### config.mk
export PLATFORM = sky130hd
export DESIGN_NAME = flipflop_cmd_driver_flat
export DESIGN_NICKNAME = d
export VERILOG_FILES = /design/src/rtl/flipflop_cmd_driver_pkg.sv /design/src/rtl/flipflop_cmd_driver_if.sv /design/src/rtl/flipflop_cmd_counter.sv /design/src/rtl/flipflop_cmd_driver.sv /design/src/flat_wrapper.sv
export SDC_FILE = /design/constraint.sdc
export NUM_CORES = 1
export LEC_CHECK = 0
export ABC_CLOCK_PERIOD_IN_PS = 3100
export CAP_MARGIN = 40
export CORE_MARGIN = 2
export CORE_UTILIZATION = 53
export CTS_CLUSTER_SIZE = 10
export DETAILED_ROUTE_END_ITERATION = 10
export PLACE_DENSITY = 0.8
export SYNTH_ARGS = -nofsm -noshare
export SYNTH_HDL_FRONTEND = slang
export SYNTH_HIERARCHICAL = 1
export SYNTH_SLANG_ARGS = --single-unit
### constraint.sdc
create_clock -name clk -period 3.1 [get_ports clk]
set_input_delay 0.62 -clock clk [delete_from_list [all_inputs] [get_ports clk]]
set_output_delay 0.62 -clock clk [all_outputs]
set_load 0.02 [all_outputs]
### src/rtl/flipflop_cmd_driver_pkg.sv
// Shared types and constants for the b1/b2 flip-flop command driver.
// Command encodings are ordered {b2, b1}; b2 = 1 means "load b1".
package flipflop_cmd_driver_pkg;

  localparam int unsigned CNT_W = 16;

  typedef enum logic [1:0] {
    ST_IDLE  = 2'd0,
    ST_SHIFT = 2'd1,
    ST_DONE  = 2'd2
  } state_e;

  typedef struct packed {
    logic b2;
    logic b1;
  } cmd_t;

  localparam cmd_t CMD_HOLD   = cmd_t'(2'b00);
  localparam cmd_t CMD_TOGGLE = cmd_t'(2'b01);
  localparam cmd_t CMD_LOAD_0 = cmd_t'(2'b10);
  localparam cmd_t CMD_LOAD_1 = cmd_t'(2'b11);

  // A forced load wins; otherwise hold if the flop already sits at t, else toggle.
  function automatic cmd_t select_cmd(input logic force_load, input logic t, input logic shadow);
    cmd_t cmd;
    if (force_load) begin
      cmd = t ? CMD_LOAD_1 : CMD_LOAD_0;
    end else if (t == shadow) begin
      cmd = CMD_HOLD;
    end else begin
      cmd = CMD_TOGGLE;
    end
    return cmd;
  endfunction

endpackage

### src/rtl/flipflop_cmd_driver_if.sv
// Word-input handshake plus command/status outputs of the flip-flop command driver.
// The producer of target words uses master; the driver itself uses slave.
interface flipflop_cmd_driver_if #(
  parameter int unsigned WIDTH = 8
);
  import flipflop_cmd_driver_pkg::*;

  logic [WIDTH-1:0] word_in;
  logic             word_valid;
  logic             word_ready;
  logic             b1;
  logic             b2;
  logic             cmd_valid;
  logic             busy;
  logic             done;
  logic             shadow_q;
  logic [CNT_W-1:0] hold_cnt;
  logic [CNT_W-1:0] toggle_cnt;
  logic [CNT_W-1:0] load_cnt;

  modport master (
    output word_in, word_valid,
    input  word_ready, b1, b2, cmd_valid, busy, done, shadow_q,
    input  hold_cnt, toggle_cnt, load_cnt
  );

  modport slave (
    input  word_in, word_valid,
    output word_ready, b1, b2, cmd_valid, busy, done, shadow_q,
    output hold_cnt, toggle_cnt, load_cnt
  );

endinterface

### src/rtl/flipflop_cmd_counter.sv
// Saturating up-counter with increment enable; sticks at all-ones instead of wrapping.
module flipflop_cmd_counter
  import flipflop_cmd_driver_pkg::*;
#(
  parameter int unsigned W = CNT_W
) (
  input  logic         clk,
  input  logic         rst_n,
  input  logic         inc_i,
  output logic [W-1:0] cnt_o
);

  logic [W-1:0] cnt_q;
  logic [W-1:0] cnt_d;

  always_comb begin
    cnt_d = cnt_q;
    if (inc_i && (cnt_q != {W{1'b1}})) begin
      cnt_d = cnt_q + W'(1);
    end
  end

  always_ff @(posedge clk or negedge rst_n) begin
    if (!rst_n) begin
      cnt_q <= '0;
    end else begin
      cnt_q <= cnt_d;
    end
  end

  assign cnt_o = cnt_q;

endmodule

### src/rtl/flipflop_cmd_driver.sv
// Serialises target words MSB-first into per-cycle {b2,b1} flop commands,
// tracking a shadow of the flop's q2 and forcing periodic loads to resync it.
module flipflop_cmd_driver
  import flipflop_cmd_driver_pkg::*;
#(
  parameter int unsigned WIDTH   = 8,
  parameter int unsigned REFRESH = 4
) (
  input  logic                 clk,
  input  logic                 rst_n,
  flipflop_cmd_driver_if.slave bus
);

  localparam int unsigned IDX_W      = (WIDTH > 1) ? $clog2(WIDTH) : 1;
  localparam int unsigned SL_W       = (REFRESH > 1) ? $clog2(REFRESH) : 1;
  localparam bit          REFRESH_EN = (REFRESH != 0);
  localparam logic [SL_W-1:0] SL_MAX = REFRESH_EN ? SL_W'(REFRESH - 1) : '0;

  state_e           state_q;
  state_e           state_d;
  logic [WIDTH-1:0] word_q;
  logic [WIDTH-1:0] word_d;
  logic [IDX_W-1:0] idx_q;
  logic [IDX_W-1:0] idx_d;
  logic [IDX_W-1:0] idx_m1;
  logic             sync_pending_q;
  logic             sync_pending_d;
  logic [SL_W-1:0]  since_load_q;
  logic [SL_W-1:0]  since_load_d;

  logic b1_q, b1_d;
  logic b2_q, b2_d;
  logic cmd_valid_q, cmd_valid_d;
  logic done_q, done_d;
  logic busy_q, busy_d;
  logic word_ready_q, word_ready_d;
  logic shadow_q, shadow_d;

  logic accept_c;
  logic step_c;
  logic emit_c;
  logic t_c;
  logic force_load_c;
  cmd_t cmd_c;

  logic hold_inc;
  logic toggle_inc;
  logic load_inc;

  logic [CNT_W-1:0] hold_cnt;
  logic [CNT_W-1:0] toggle_cnt;
  logic [CNT_W-1:0] load_cnt;

  // The MSB command is produced on the acceptance edge itself, straight from word_in.
  assign accept_c     = (state_q == ST_IDLE) && bus.word_valid;
  assign step_c       = (state_q == ST_SHIFT) && (idx_q != '0);
  assign emit_c       = accept_c || step_c;
  assign idx_m1       = idx_q - IDX_W'(1);
  assign t_c          = accept_c ? bus.word_in[WIDTH-1] : word_q[idx_m1];
  assign force_load_c = sync_pending_q || (REFRESH_EN && (since_load_q == SL_MAX));

  always_ff @(posedge clk or negedge rst_n) begin
    if (!rst_n) begin
      state_q <= ST_IDLE;
    end else begin
      state_q <= state_d;
    end
  end

  always_comb begin
    state_d = state_q;
    case (state_q)
      ST_IDLE:  if (bus.word_valid) state_d = ST_SHIFT;
      ST_SHIFT: if (idx_q == '0) state_d = ST_DONE;
      ST_DONE:  state_d = ST_IDLE;
      default:  state_d = ST_IDLE;
    endcase
  end

  always_comb begin
    word_d         = word_q;
    idx_d          = idx_q;
    sync_pending_d = sync_pending_q;
    since_load_d   = since_load_q;
    shadow_d       = shadow_q;
    b1_d           = 1'b0;
    b2_d           = 1'b0;
    cmd_valid_d    = 1'b0;
    done_d         = (state_q == ST_SHIFT) && (idx_q == '0);
    busy_d         = (state_d != ST_IDLE);
    word_ready_d   = (state_d == ST_IDLE);
    hold_inc       = 1'b0;
    toggle_inc     = 1'b0;
    load_inc       = 1'b0;
    cmd_c          = CMD_HOLD;

    if (accept_c) begin
      word_d = bus.word_in;
      idx_d  = IDX_W'(WIDTH - 1);
    end else if (step_c) begin
      idx_d = idx_m1;
    end

    if (emit_c) begin
      cmd_c       = select_cmd(force_load_c, t_c, shadow_q);
      b1_d        = cmd_c.b1;
      b2_d        = cmd_c.b2;
      cmd_valid_d = 1'b1;
      shadow_d    = t_c;
      if (cmd_c.b2) begin
        load_inc       = 1'b1;
        sync_pending_d = 1'b0;
        since_load_d   = '0;
      end else begin
        if (cmd_c.b1) begin
          toggle_inc = 1'b1;
        end else begin
          hold_inc = 1'b1;
        end
        // Never exceeds SL_MAX: reaching it forces the next command to a load.
        if (REFRESH_EN) begin
          since_load_d = since_load_q + SL_W'(1);
        end
      end
    end
  end

  always_ff @(posedge clk or negedge rst_n) begin
    if (!rst_n) begin
      word_q         <= '0;
      idx_q          <= '0;
      sync_pending_q <= 1'b1;
      since_load_q   <= '0;
      shadow_q       <= 1'b0;
      b1_q           <= 1'b0;
      b2_q           <= 1'b0;
      cmd_valid_q    <= 1'b0;
      done_q         <= 1'b0;
      busy_q         <= 1'b0;
      word_ready_q   <= 1'b1;
    end else begin
      word_q         <= word_d;
      idx_q          <= idx_d;
      sync_pending_q <= sync_pending_d;
      since_load_q   <= since_load_d;
      shadow_q       <= shadow_d;
      b1_q           <= b1_d;
      b2_q           <= b2_d;
      cmd_valid_q    <= cmd_valid_d;
      done_q         <= done_d;
      busy_q         <= busy_d;
      word_ready_q   <= word_ready_d;
    end
  end

  flipflop_cmd_counter #(.W(CNT_W)) u_hold_cnt (
    .clk   (clk),
    .rst_n (rst_n),
    .inc_i (hold_inc),
    .cnt_o (hold_cnt)
  );

  flipflop_cmd_counter #(.W(CNT_W)) u_toggle_cnt (
    .clk   (clk),
    .rst_n (rst_n),
    .inc_i (toggle_inc),
    .cnt_o (toggle_cnt)
  );

  flipflop_cmd_counter #(.W(CNT_W)) u_load_cnt (
    .clk   (clk),
    .rst_n (rst_n),
    .inc_i (load_inc),
    .cnt_o (load_cnt)
  );

  assign bus.word_ready = word_ready_q;
  assign bus.b1         = b1_q;
  assign bus.b2         = b2_q;
  assign bus.cmd_valid  = cmd_valid_q;
  assign bus.busy       = busy_q;
  assign bus.done       = done_q;
  assign bus.shadow_q   = shadow_q;
  assign bus.hold_cnt   = hold_cnt;
  assign bus.toggle_cnt = toggle_cnt;
  assign bus.load_cnt   = load_cnt;

endmodule

### src/flat_wrapper.sv
// flat-port wrapper written by rule: the top's interface ports become plain ports
module flipflop_cmd_driver_flat import flipflop_cmd_driver_pkg::*;
#(
  parameter int unsigned WIDTH   = 8,
  parameter int unsigned REFRESH = 4
)
  (clk, rst_n, bus_word_in, bus_word_valid, bus_word_ready, bus_b1, bus_b2, bus_cmd_valid, bus_busy, bus_done, bus_shadow_q, bus_hold_cnt, bus_toggle_cnt, bus_load_cnt);
  flipflop_cmd_driver_if #(.WIDTH(WIDTH)) bus_i ();
  input  logic clk;
  input  logic rst_n;
  input wire logic [$bits(bus_i.word_in)-1:0] bus_word_in;
  input wire logic [$bits(bus_i.word_valid)-1:0] bus_word_valid;
  output wire logic [$bits(bus_i.word_ready)-1:0] bus_word_ready;
  output wire logic [$bits(bus_i.b1)-1:0] bus_b1;
  output wire logic [$bits(bus_i.b2)-1:0] bus_b2;
  output wire logic [$bits(bus_i.cmd_valid)-1:0] bus_cmd_valid;
  output wire logic [$bits(bus_i.busy)-1:0] bus_busy;
  output wire logic [$bits(bus_i.done)-1:0] bus_done;
  output wire logic [$bits(bus_i.shadow_q)-1:0] bus_shadow_q;
  output wire logic [$bits(bus_i.hold_cnt)-1:0] bus_hold_cnt;
  output wire logic [$bits(bus_i.toggle_cnt)-1:0] bus_toggle_cnt;
  output wire logic [$bits(bus_i.load_cnt)-1:0] bus_load_cnt;
  assign bus_i.word_in = bus_word_in;
  assign bus_i.word_valid = bus_word_valid;
  assign bus_word_ready = bus_i.word_ready;
  assign bus_b1 = bus_i.b1;
  assign bus_b2 = bus_i.b2;
  assign bus_cmd_valid = bus_i.cmd_valid;
  assign bus_busy = bus_i.busy;
  assign bus_done = bus_i.done;
  assign bus_shadow_q = bus_i.shadow_q;
  assign bus_hold_cnt = bus_i.hold_cnt;
  assign bus_toggle_cnt = bus_i.toggle_cnt;
  assign bus_load_cnt = bus_i.load_cnt;
  flipflop_cmd_driver #(.WIDTH(WIDTH), .REFRESH(REFRESH)) u_core (.clk(clk), .rst_n(rst_n), .bus(bus_i));
endmodule
==> impl_metrics.csv, run 1 <==
group,metric,value,unit
worst_setup_path,startpoint_type,"flop",
floorplanning,io_pins,66,
worst_setup_path,cp.required,3360,ps
synth,synth_warnings,6,
final_layout,stdcell_area,4680,um2
worst_setup_path,worst_setup_path_end_kind,"flop",
clock_tree,cts_buffer_depth,2,
drt,firstDrtPassIters,5,
placement,globalplace.congestion,0.833,
placement,place_area,4470,um2
synth,yosys_most_used_dff,"dfrtp_1",
clock_tree,cts_repair_resize_count,0,
drt,totalWireLength,7560,um
drt,vias,2897,
run,drv_cap,0,
drt,drc_errors,0,
grt,grt_pass1_wl,12800,um
drt,ant_nets,0,
drt,avgViaCountPerCell,5.96,
clock_tree,cts_buffers,9,
pwr,finalPower,3.92,mW
floorplanning,rows,30,
pwr,vdd_drop_max,0.546,mV
sta,finalHoldViolations,0,
drt,avgRoutedWirePerCell,15.6,um
grt,grtUsageTotal,0.210,
sta,finalClockSkew,5.28,ps
sta,drv_slew,0,
synth,synth_cells,318,
synth,synthTopCellsByArea,"dfrtp_1, nand4_1, nand2_1, xnor2_1, nor4_4",
placement,dpl.hpwl,5370,um
outcome,status,"finished, final reports clean",
placement,port_buffers,65,
clock_tree,clock_latency,340,ps
final_layout,layout-drive-gt1-share,0.160,
clock_tree,cts_hold_buf,0,
synth,synth-edff-count,0,
hold_path,hp-class,"input pin to async pin",
clock_tree,cts_tree,"yes",
floorplanning,die_area,7600,um2
synth,netlist-cell-type-count,48,
sta,slew_headroom,0.504,
sta,rsz0062_at_grt,"false",
final_layout,n_fill_cell,502,
sta,tightest_slew,744,ps
clock_tree,cts-root-buf,"clkbuf_8",
final_layout,fin_util,0.693,
synth,syn_area,3670,um2
clock_tree,path_clk_slew,70,ps
floorplanning,die_x,87.2,um
floorplanning,die_h,87.2,um
synth,async_reset_ff_frac,1.00,
synth,syn_area_per_cell,11.5,um2
synth,ys_seq_area_frac,0.485,
grt,grt-ovfl-total,0,
sta,fin_crit,2900,ps
worst_setup_path,cp.arrival,3160,ps
floorplanning,initial_utilization,0.543,
worst_setup_path,critical_path_class,"flop to flop",
synth,synth_nets,335,
synth,ys_ff_latch,71,
grt,antenna_found_initial,0,
clock_tree,postCtsSetupRepairBufs,0,
worst_setup_path,cp_max_fo,6,
sta,final.setup.tns,0,ps
pwr,cellLeakagePower,2.02,nW
sta,timing.final.crit_share,0.936,
clock_tree,h-tree-depth,3,
final_layout,antenna_cells,0,
synth,yosysTopAreaCell,"dfrtp_1",
grt,grt_pass1_vias,2777,
sta,setup_viol,0,
drt,drtIter0Drc,138,
clock_tree,cts.sinks,71,
grt,grt_start_max_net_pins,41,
final_layout,area_delta_synth_final,27.7,%
floorplanning,core_region_area,6760,um2
synth,synth_top_area_share,0.471,
sta,timing.fmax,345,MHz
pwr,p_per_area,837,nW/um2
final_layout,fin_nets,418,
state kept, by name, summed over array words and instances (netlist names):
register                   cells
u_core/bus.busy                1
u_core/sync_pending_q          1
u_core/word_q                  8
u_core/bus.b2                  1
u_core/u_load_cnt/cnt_o       16
u_core/bus.done                1
u_core/u_toggle_cnt/cnt_o     16
u_core/bus.word_ready          1
u_core/state_q                 2
u_core/bus.cmd_valid           1
u_core/since_load_q            2
u_core/u_hold_cnt/cnt_o       16
u_core/bus.shadow_q            1
u_core/idx_q                   3
u_core/bus.b1                  1
per-layer routing:
layer	track usage	share of wire
met5	0	0
met4	0.0867	0.015
met3	0.0398	0.044
met2	0.330	0.49
met1	0.288	0.46
through the flow:
step,hold slack (ps),setup WS [ps],std cells
global route,402,14.6,486
floorplan,324,321,318
global placement,456,86.3,470
detailed placement,456,20.9,470
CTS,361,195,486
finish,339,198,486
cell families (layout without fill, tap and decap cells):
logic type / count (synthesis) / in the layout / synth area share
simple gates: 143 / 143 / 0.276
flops: 71 / 71 / 0.485
compound gates: 58 / 58 / 0.120
xor+xnor: 22 / 22 / 0.0525
mux: 10 / 10 / 0.0331
buf+inv: 8 / 96 / 0.0126
fa+ha+maj: 6 / 6 / 0.0205
area by class of cell:
class,count,area [um2],area share
clock inverter,3,40.0,0.00855
tap,80,100,0.0214
timing repair buffer,75,733,0.157
clock buffer,13,169,0.0361
inverter,5,18.8,0.00401
multi-input combinational,239,1840,0.393
sequential,71,1780,0.380
Yosys cell counts, types with 2 or more instances:
| cell type | n |
|---|---|
| nor4_4 | 6 |
| a31oi_1 | 10 |
| and4_4 | 3 |
| dfstp_2 | 2 |
| nand3_1 | 18 |
| o211ai_1 | 3 |
| o21a_1 | 15 |
| mux2_1 | 3 |
| inv_1 | 5 |
| a21oi_1 | 11 |
| nor2_2 | 3 |
| dfrtp_1 | 69 |
| and4_2 | 3 |
| xor2_1 | 7 |
| xnor2_1 | 15 |
| nand2_1 | 39 |
| and4b_1 | 3 |
| nand3b_1 | 2 |
| nand4_1 | 24 |
| buf_6 | 2 |
| nand4_4 | 3 |
| o31ai_4 | 3 |
| nor3_2 | 3 |
| nand3_4 | 3 |
| and4_1 | 3 |
| and3_1 | 6 |
| mux2i_1 | 5 |
| nand4_2 | 3 |
| nor2b_1 | 4 |
| nor2_1 | 10 |
| ha_1 | 6 |
| a32oi_1 | 3 |
| o21ai_0 | 8 |
where the power goes:
part           total, mW  leakage, nW  internal, mW  switching, mW
Clock              0.769        0.109         0.436          0.333
Sequential          1.46        0.919          1.18          0.281
Combinational       1.69        0.996         0.829          0.864
cells in the final DEF, fill, tap and decap left out, types with 4 or more instances in the layout:
master,Yosys,final
ha_1,6,6
nand2_1,39,39
nor2b_1,4,4
inv_1,5,5
a21oi_1,11,11
nand4_1,24,24
and3_1,6,6
clkbuf_8,0,12
mux2i_1,5,5
o21a_1,15,15
buf_4,0,9
o21ai_0,8,8
xor2_1,7,7
dfrtp_1,69,69
xnor2_1,15,15
a31oi_1,10,10
nor2_1,10,10
clkdlybuf4s50_1,0,64
nor4_4,6,6
nand3_1,18,18
critical path, cell delays in order (launching register included):
cell	delay, ps
dfrtp_1	460
inv_1	100
ha_1	340
mux2i_1	130
a211o_1	320
o211ai_4	260
mux2i_1	420
and3_1	270
and4_2	270
a31oi_1	90
a31oi_1	160
final timing paths:
check,cells after the start,from,endpoint,slack (ps)
hold reg to reg,2,u_core/word_q[3]$_DFFE_PN0P_,u_core/word_q[3]$_DFFE_PN0P_,470
hold / removal,1,rst_n,u_core/u_load_cnt/cnt_o[9]$_DFFE_PN0P_,340
min in group clk,2,u_core/word_q[3]$_DFFE_PN0P_,u_core/word_q[3]$_DFFE_PN0P_,470
setup reg to reg,10,u_core/idx_q[0]$_DFFE_PN0P_,u_core/u_hold_cnt/cnt_o[7]$_DFFE_PN0P_,200
setup / recovery,10,u_core/idx_q[0]$_DFFE_PN0P_,u_core/u_hold_cnt/cnt_o[7]$_DFFE_PN0P_,200
max in group asynchronous,2,rst_n,u_core/sync_pending_q$_DFFE_PN1P_,2050
No activity file was read; power rests on OpenSTA's default activity.
==> run 2, diff against run 1 <==
--- a/config.mk
+++ b/config.mk
@@ -8,10 +8,12 @@
 export ABC_CLOCK_PERIOD_IN_PS = 3100
 export CAP_MARGIN = 40
 export CORE_MARGIN = 2
-export CORE_UTILIZATION = 53
+export CORE_UTILIZATION = 54
+export CTS_BUF_LIST = sky130_fd_sc_hd__clkbuf_4
 export CTS_CLUSTER_SIZE = 10
 export DETAILED_ROUTE_END_ITERATION = 10
-export PLACE_DENSITY = 0.8
+export HOLD_SLACK_MARGIN = 0.03
+export PLACE_DENSITY = 0.82
 export SYNTH_ARGS = -nofsm -noshare
 export SYNTH_HDL_FRONTEND = slang
 export SYNTH_HIERARCHICAL = 1
==> run 2 against run 1 <==
Against the previous run: worst hold slack got worse by 69 ps; combinational power hardly changed; flip-flop and latch count did not move; total power shrank 2.9%; critical endpoint is now u_core/u_toggle_cnt/cnt_o[7]$_DFFE_PN0P_.
==> impl_metrics.csv, run 2 (synthesis gave the netlist of run 1 again) <==
group,metric,value,unit
floorplanning,die_x,86.4,um
clock_tree,h-tree-depth,3,
worst_setup_path,slowest_delay,480,ps
outcome,status,"finished, final reports clean",
final_layout,area_delta_synth_final,26.1,%
run,drv_cap,0,
drt,drc_errors,0,
floorplanning,rows,30,
hold_path,hp-class,"input pin to async pin",
drt,totalWireLength,7610,um
clock_tree,cts.sinks,71,
final_layout,layout-drive-gt1-share,0.158,
worst_setup_path,startpoint_type,"flop",
worst_setup_path,path_buf_inv,1,
sta,timing.final.crit_share,0.944,
grt,grt-ovfl-total,0,
floorplanning,die_area,7470,um2
worst_setup_path,cp_max_fo,6,
grt,grt_start_max_net_pins,40,
final_layout,stdcell_area,4620,um2
placement,globalplace.congestion,0.883,
pwr,vdd_drop_max,0.552,mV
pwr,cellLeakagePower,2.00,nW
worst_setup_path,slowest_stage,"dfrtp_1",
placement,port_buffers,65,
worst_setup_path,cp_top_family,"compound AO/OA/AOI/OAI gates",
floorplanning,initial_utilization,0.549,
sta,timing.fmax,342,MHz
grt,grt_pass1_wl,12600,um
sta,fin_ws,175,ps
drt,drtIter0Drc,138,
drt,avgViaCountPerCell,5.94,
placement,dpl.hpwl,5540,um
sta,finalClockSkew,21.5,ps
worst_setup_path,cp.required,3410,ps
clock_tree,cts-root-buf,"clkbuf_4",
grt,grt_pass1_vias,2737,
worst_setup_path,cp.arrival,3240,ps
drt,avgRoutedWirePerCell,15.7,um
final_layout,fin_util,0.692,
worst_setup_path,critical_path_class,"flop to flop",
placement,place_area,4470,um2
worst_setup_path,path_cells,"inv_1 > ha_1 > mux2i_1 > a211o_1 > o211ai_4 > mux2i_1 > and3_1 > and4_2 > a31oi_1 > a31oi_1",
final_layout,mostFrequentLayoutCells,"dfrtp_1, clkdlybuf4s50_1, nand2_1, nand4_1, nand3_1",
sta,drv_slew,0,
clock_tree,cts_buffer_depth,2,
sta,rsz0062_at_grt,"false",
sta,setup_viol,0,
clock_tree,clock_latency,410,ps
final_layout,final_cells,485,
floorplanning,io_pins,66,
grt,grtUsageTotal,0.211,
clock_tree,cts_tree,"yes",
sta,slew_headroom,0.477,
placement,dpl.cell_count,469,
sta,tightest_slew,784,ps
drt,vias,2882,
floorplanning,core_region_area,6680,um2
sta,fin_crit,2930,ps
placement,pre_cts_ws,-27.8,ps
sta,finalHoldViolations,0,
drt,ant_nets,0,
clock_tree,path_clk_slew,120,ps
worst_setup_path,worst_setup_path_end_kind,"flop",
pwr,p_per_area,823,nW/um2
pwr,finalPower,3.81,mW
final_layout,fin_nets,417,
drt,firstDrtPassIters,4,
clock_tree,cts_buffers,9,
final_layout,layout.cells.most_common,"dfrtp_1",
grt,antenna_found_initial,0,
floorplanning,die_h,86.4,um
final_layout,antenna_cells,0,
-- run 2: what timing repair did --
item,CTS,global route
hold buffers,0,0
setup endpoints to repair,0,1
resized for setup,0,1
setup buffers,0,0
-- run 2: cell type report --
cell class	count	area, um2
tap	80	100
clock inverter	5	72.6
clock buffer	11	82.6
sequential	71	1780
timing repair buffer	74	726
inverter	5	18.8
fill	505	2060
multi-input combinational	239	1850
-- run 2: per-layer routing --
layer,vias up,share of wire,GRT usage
met5,-,0,0
met4,0,0.016,0.0881
met3,13,0.038,0.0333
met2,84,0.49,0.341
met1,1413,0.45,0.285
li1,1372,-,-
-- run 2: path summary, 6_finish.rpt --
path | endpoint | start | cells after the start | slack [ps]
max | u_core/u_toggle_cnt/cnt_o[7]$_DFFE_PN0P_ | u_core/idx_q[0]$_DFFE_PN0P_ | 10 | 170
min | u_core/u_load_cnt/cnt_o[6]$_DFFE_PN0P_ | rst_n | 1 | 270
max reg2reg | u_core/u_toggle_cnt/cnt_o[7]$_DFFE_PN0P_ | u_core/idx_q[0]$_DFFE_PN0P_ | 10 | 170
min reg2reg | u_core/word_q[3]$_DFFE_PN0P_ | u_core/word_q[3]$_DFFE_PN0P_ | 2 | 480
max in group asynchronous | u_core/sync_pending_q$_DFFE_PN1P_ | rst_n | 2 | 2080
min in group clk | u_core/word_q[3]$_DFFE_PN0P_ | u_core/word_q[3]$_DFFE_PN0P_ | 2 | 480
-- run 2: worst reg2reg max path, cell delays in order, from the launching register on --
cell and delay, ps:
dfrtp_1 480, inv_1 100, ha_1 330, mux2i_1 130, a211o_1 320, o211ai_4 250
mux2i_1 400, and3_1 310, and4_2 280, a31oi_1 90, a31oi_1 150
-- run 2: power breakdown --
| part | switching [mW] | internal (mW) | leakage, nW |
|---|---|---|---|
| Combinational | 0.861 | 0.831 | 0.990 |
| Clock | 0.319 | 0.340 | 0.0859 |
| Sequential | 0.282 | 1.17 | 0.919 |
-- run 2: stage by stage --
stage,setup TNS (ps),hold slack (ps)
2_1_floorplan,0,324
3_3_place_gp,0,453
3_5_place_dp,-54.6,463
4_1_cts,0,282
5_1_grt,0,322
6_report,0,270
==> run 3, diff against run 2 <==
--- a/config.mk
+++ b/config.mk
@@ -14,6 +14,8 @@
 export DETAILED_ROUTE_END_ITERATION = 10
 export HOLD_SLACK_MARGIN = 0.03
 export PLACE_DENSITY = 0.82
+export REMOVE_ABC_BUFFERS = 1
+export SLEW_MARGIN = 10
 export SYNTH_ARGS = -nofsm -noshare
 export SYNTH_HDL_FRONTEND = slang
 export SYNTH_HIERARCHICAL = 1
==> run 3 against run 2 <==
Against the previous run: worst setup slack better by 79 ps; clock skew fell by 0.79 ps; flip-flop and latch count did not move; cell area is 1.2% lower; global-route usage decreased by 0.27 points; utilization down 0.81 points; critical endpoint is now u_core/u_hold_cnt/cnt_o[7]$_DFFE_PN0P_; highest routed layer unchanged.
==> impl_metrics.csv, run 3 (synthesis gave the netlist of run 1 again) <==
group,metric,value,unit
sta,drv_slew,0,
hold_path,hp-class,"input pin to async pin",
worst_setup_path,worst_setup_path_end_kind,"flop",
final_layout,area_delta_synth_final,24.6,%
drt,ant_nets,0,
drt,firstDrtPassIters,4,
pwr,power_frac_seq,0.403,
final_layout,antenna_cells,0,
worst_setup_path,path_cells,"inv_1 > ha_1 > mux2i_1 > a211o_1 > o211ai_4 > mux2i_1 > buf_4 > and3_1 > and4_2 > a31oi_1 > a31oi_1",
floorplanning,die_x,86.4,um
pwr,p_sw_frac,0.397,
grt,grtUsageTotal,0.208,
clock_tree,cts_hold_buf,0,
floorplanning,die_h,86.4,um
final_layout,layout.cells.most_common,"dfrtp_1",
drt,route.met2.wl,3410,um
final_layout,layout-drive-gt1-share,0.151,
sta,timing.fmax,351,MHz
drt,highest-signal-layer,"met4",
clock_tree,cts.sinks,71,
sta,tightest_slew,737,ps
clock_tree,cts-root-buf,"clkbuf_4",
worst_setup_path,startpoint_type,"flop",
pwr,p_switching,1.44,mW
placement,globalplace.congestion,0.875,
drt,avgViaCountPerCell,5.88,
pwr,p_per_area,791,nW/um2
worst_setup_path,cp.required,3420,ps
grt,grt_pass1_wl,12300,um
grt,antenna_found_initial,0,
worst_setup_path,reg2reg_to,"u_core/u_hold_cnt/cnt_o[7]$_DFFE_PN0P_",
placement,port_buffers,65,
clock_tree,postCtsSetupRepairBufs,0,
worst_setup_path,cp.arrival,3160,ps
clock_tree,clock_latency,410,ps
drt,totalWireLength,7290,um
run,drv_cap,0,
sta,fin_crit,2850,ps
pwr,cellLeakagePower,1.97,nW
worst_setup_path,r2r_slack,250,ps
floorplanning,core_region_area,6680,um2
sta,finalHoldViolations,0,
drt,drc_errors,0,
final_layout,fin_nets,417,
clock_tree,cts_tree,"yes",
drt,wl_met1,3410,um
final_layout,n_fill_cell,502,
worst_setup_path,r2r_cells,11,
pwr,finalPower,3.61,mW
pwr,vdd_drop_max,0.628,mV
floorplanning,io_pins,66,
drt,vias,2851,
worst_setup_path,slowest_delay,480,ps
floorplanning,die_area,7470,um2
grt,grt_pass1_vias,2713,
clock_tree,h-tree-depth,3,
drt,avgRoutedWirePerCell,15.0,um
sta,slew_headroom,0.509,
drt,drtIter0Drc,100,
floorplanning,initial_utilization,0.549,
drt,met3_length,314,um
final_layout,mostFrequentLayoutCells,"dfrtp_1, clkdlybuf4s50_1, nand2_1, nand4_1, nand3_1",
grt,grt-ovfl-total,0,
floorplanning,rows,30,
pwr,clkPwrFrac,0.136,
clock_tree,path_clk_slew,120,ps
pwr,pwr-share-comb,0.462,
pwr,p_int,2.18,mW
final_layout,fin_util,0.684,
clock_tree,cts_buffers,9,
clock_tree,cts_buffer_depth,2,
sta,timing.final.crit_share,0.918,
worst_setup_path,cp_max_fo,6,
worst_setup_path,slowest_stage,"dfrtp_1",
sta,setup_viol,0,
worst_setup_path,critical_path_class,"flop to flop",
worst_setup_path,r2r_start,"u_core/idx_q[0]$_DFFE_PN0P_",
grt,grt_start_max_net_pins,42,
placement,dpl.hpwl,5170,um
sta,rsz0062_at_grt,"false",
sta,finalClockSkew,20.7,ps
outcome,status,"finished, final reports clean",
sta,final.setup.tns,0,ps
clock_tree,cts_repair_resize_count,0,
-- run 3: layout make-up --
class                   count  area (um2)  area share
inverters                   5        18.8     0.00411
well taps                  80         100      0.0219
flip-flops and latches     71        1780       0.389
multi-input cells         239        1840       0.403
clock buffers              12        90.1      0.0197
clock inverters             4        15.0     0.00328
repair buffers             74         726       0.159
-- run 3: worst max-delay path, delay by kind of cell (launching register included) --
kind / cells / cell delay, ps
AO/OA/AOI/OAI: 4 / 820
AND/OR/NAND/NOR: 2 / 520
flip-flops: 1 / 480
multiplexers: 2 / 360
adder cells (fa/ha/maj): 1 / 330
buffers and inverters: 2 / 270
-- run 3: through the flow --
stage          hold slack [ps]  setup slack (ps)  cell area, um2  cells
2_1_floorplan              324               321            3640    315
3_3_place_gp               453               110            4470    469
3_5_place_dp               464              74.4            4470    469
4_1_cts                    261               236            4570    485
5_1_grt                    293              32.0            4570    485
6_report                   253               254            4570    485
-- run 3: power by group through the flow --
stage,Sequential (mW),Clock [mW],Combinational [mW]
after floorplan,1.59,0,0.903
after global placement,1.47,0,1.63
after detailed placement,1.47,0,1.67
after CTS,1.46,0.507,1.68
after global routing,1.50,0.550,1.83
final,1.46,0.490,1.67
-- run 3: worst max-delay path by stage --
stage / depth (start not counted) / endpoint / startpoint
3_3_place_gp: 10 / u_core/u_hold_cnt/cnt_o[5]$_DFFE_PN0P_ / bus_word_valid
4_1_cts: 11 / u_core/u_hold_cnt/cnt_o[7]$_DFFE_PN0P_ / u_core/idx_q[0]$_DFFE_PN0P_
5_1_grt: 11 / u_core/u_hold_cnt/cnt_o[7]$_DFFE_PN0P_ / u_core/idx_q[0]$_DFFE_PN0P_
6_report: 11 / u_core/u_hold_cnt/cnt_o[7]$_DFFE_PN0P_ / u_core/idx_q[0]$_DFFE_PN0P_
3_5_place_dp: 10 / u_core/u_hold_cnt/cnt_o[7]$_DFFE_PN0P_ / bus_word_valid
2_1_floorplan: 10 / u_core/u_hold_cnt/cnt_o[5]$_DFFE_PN0P_ / u_core/idx_q[0]$_DFFE_PN0P_
-- run 3: routing by layer --
metal,GRT usage,up-vias
met2,0.324,78
met1,0.281,1378
met3,0.0400,18
met4,0.102,0
li1,-,1377
met5,0,-
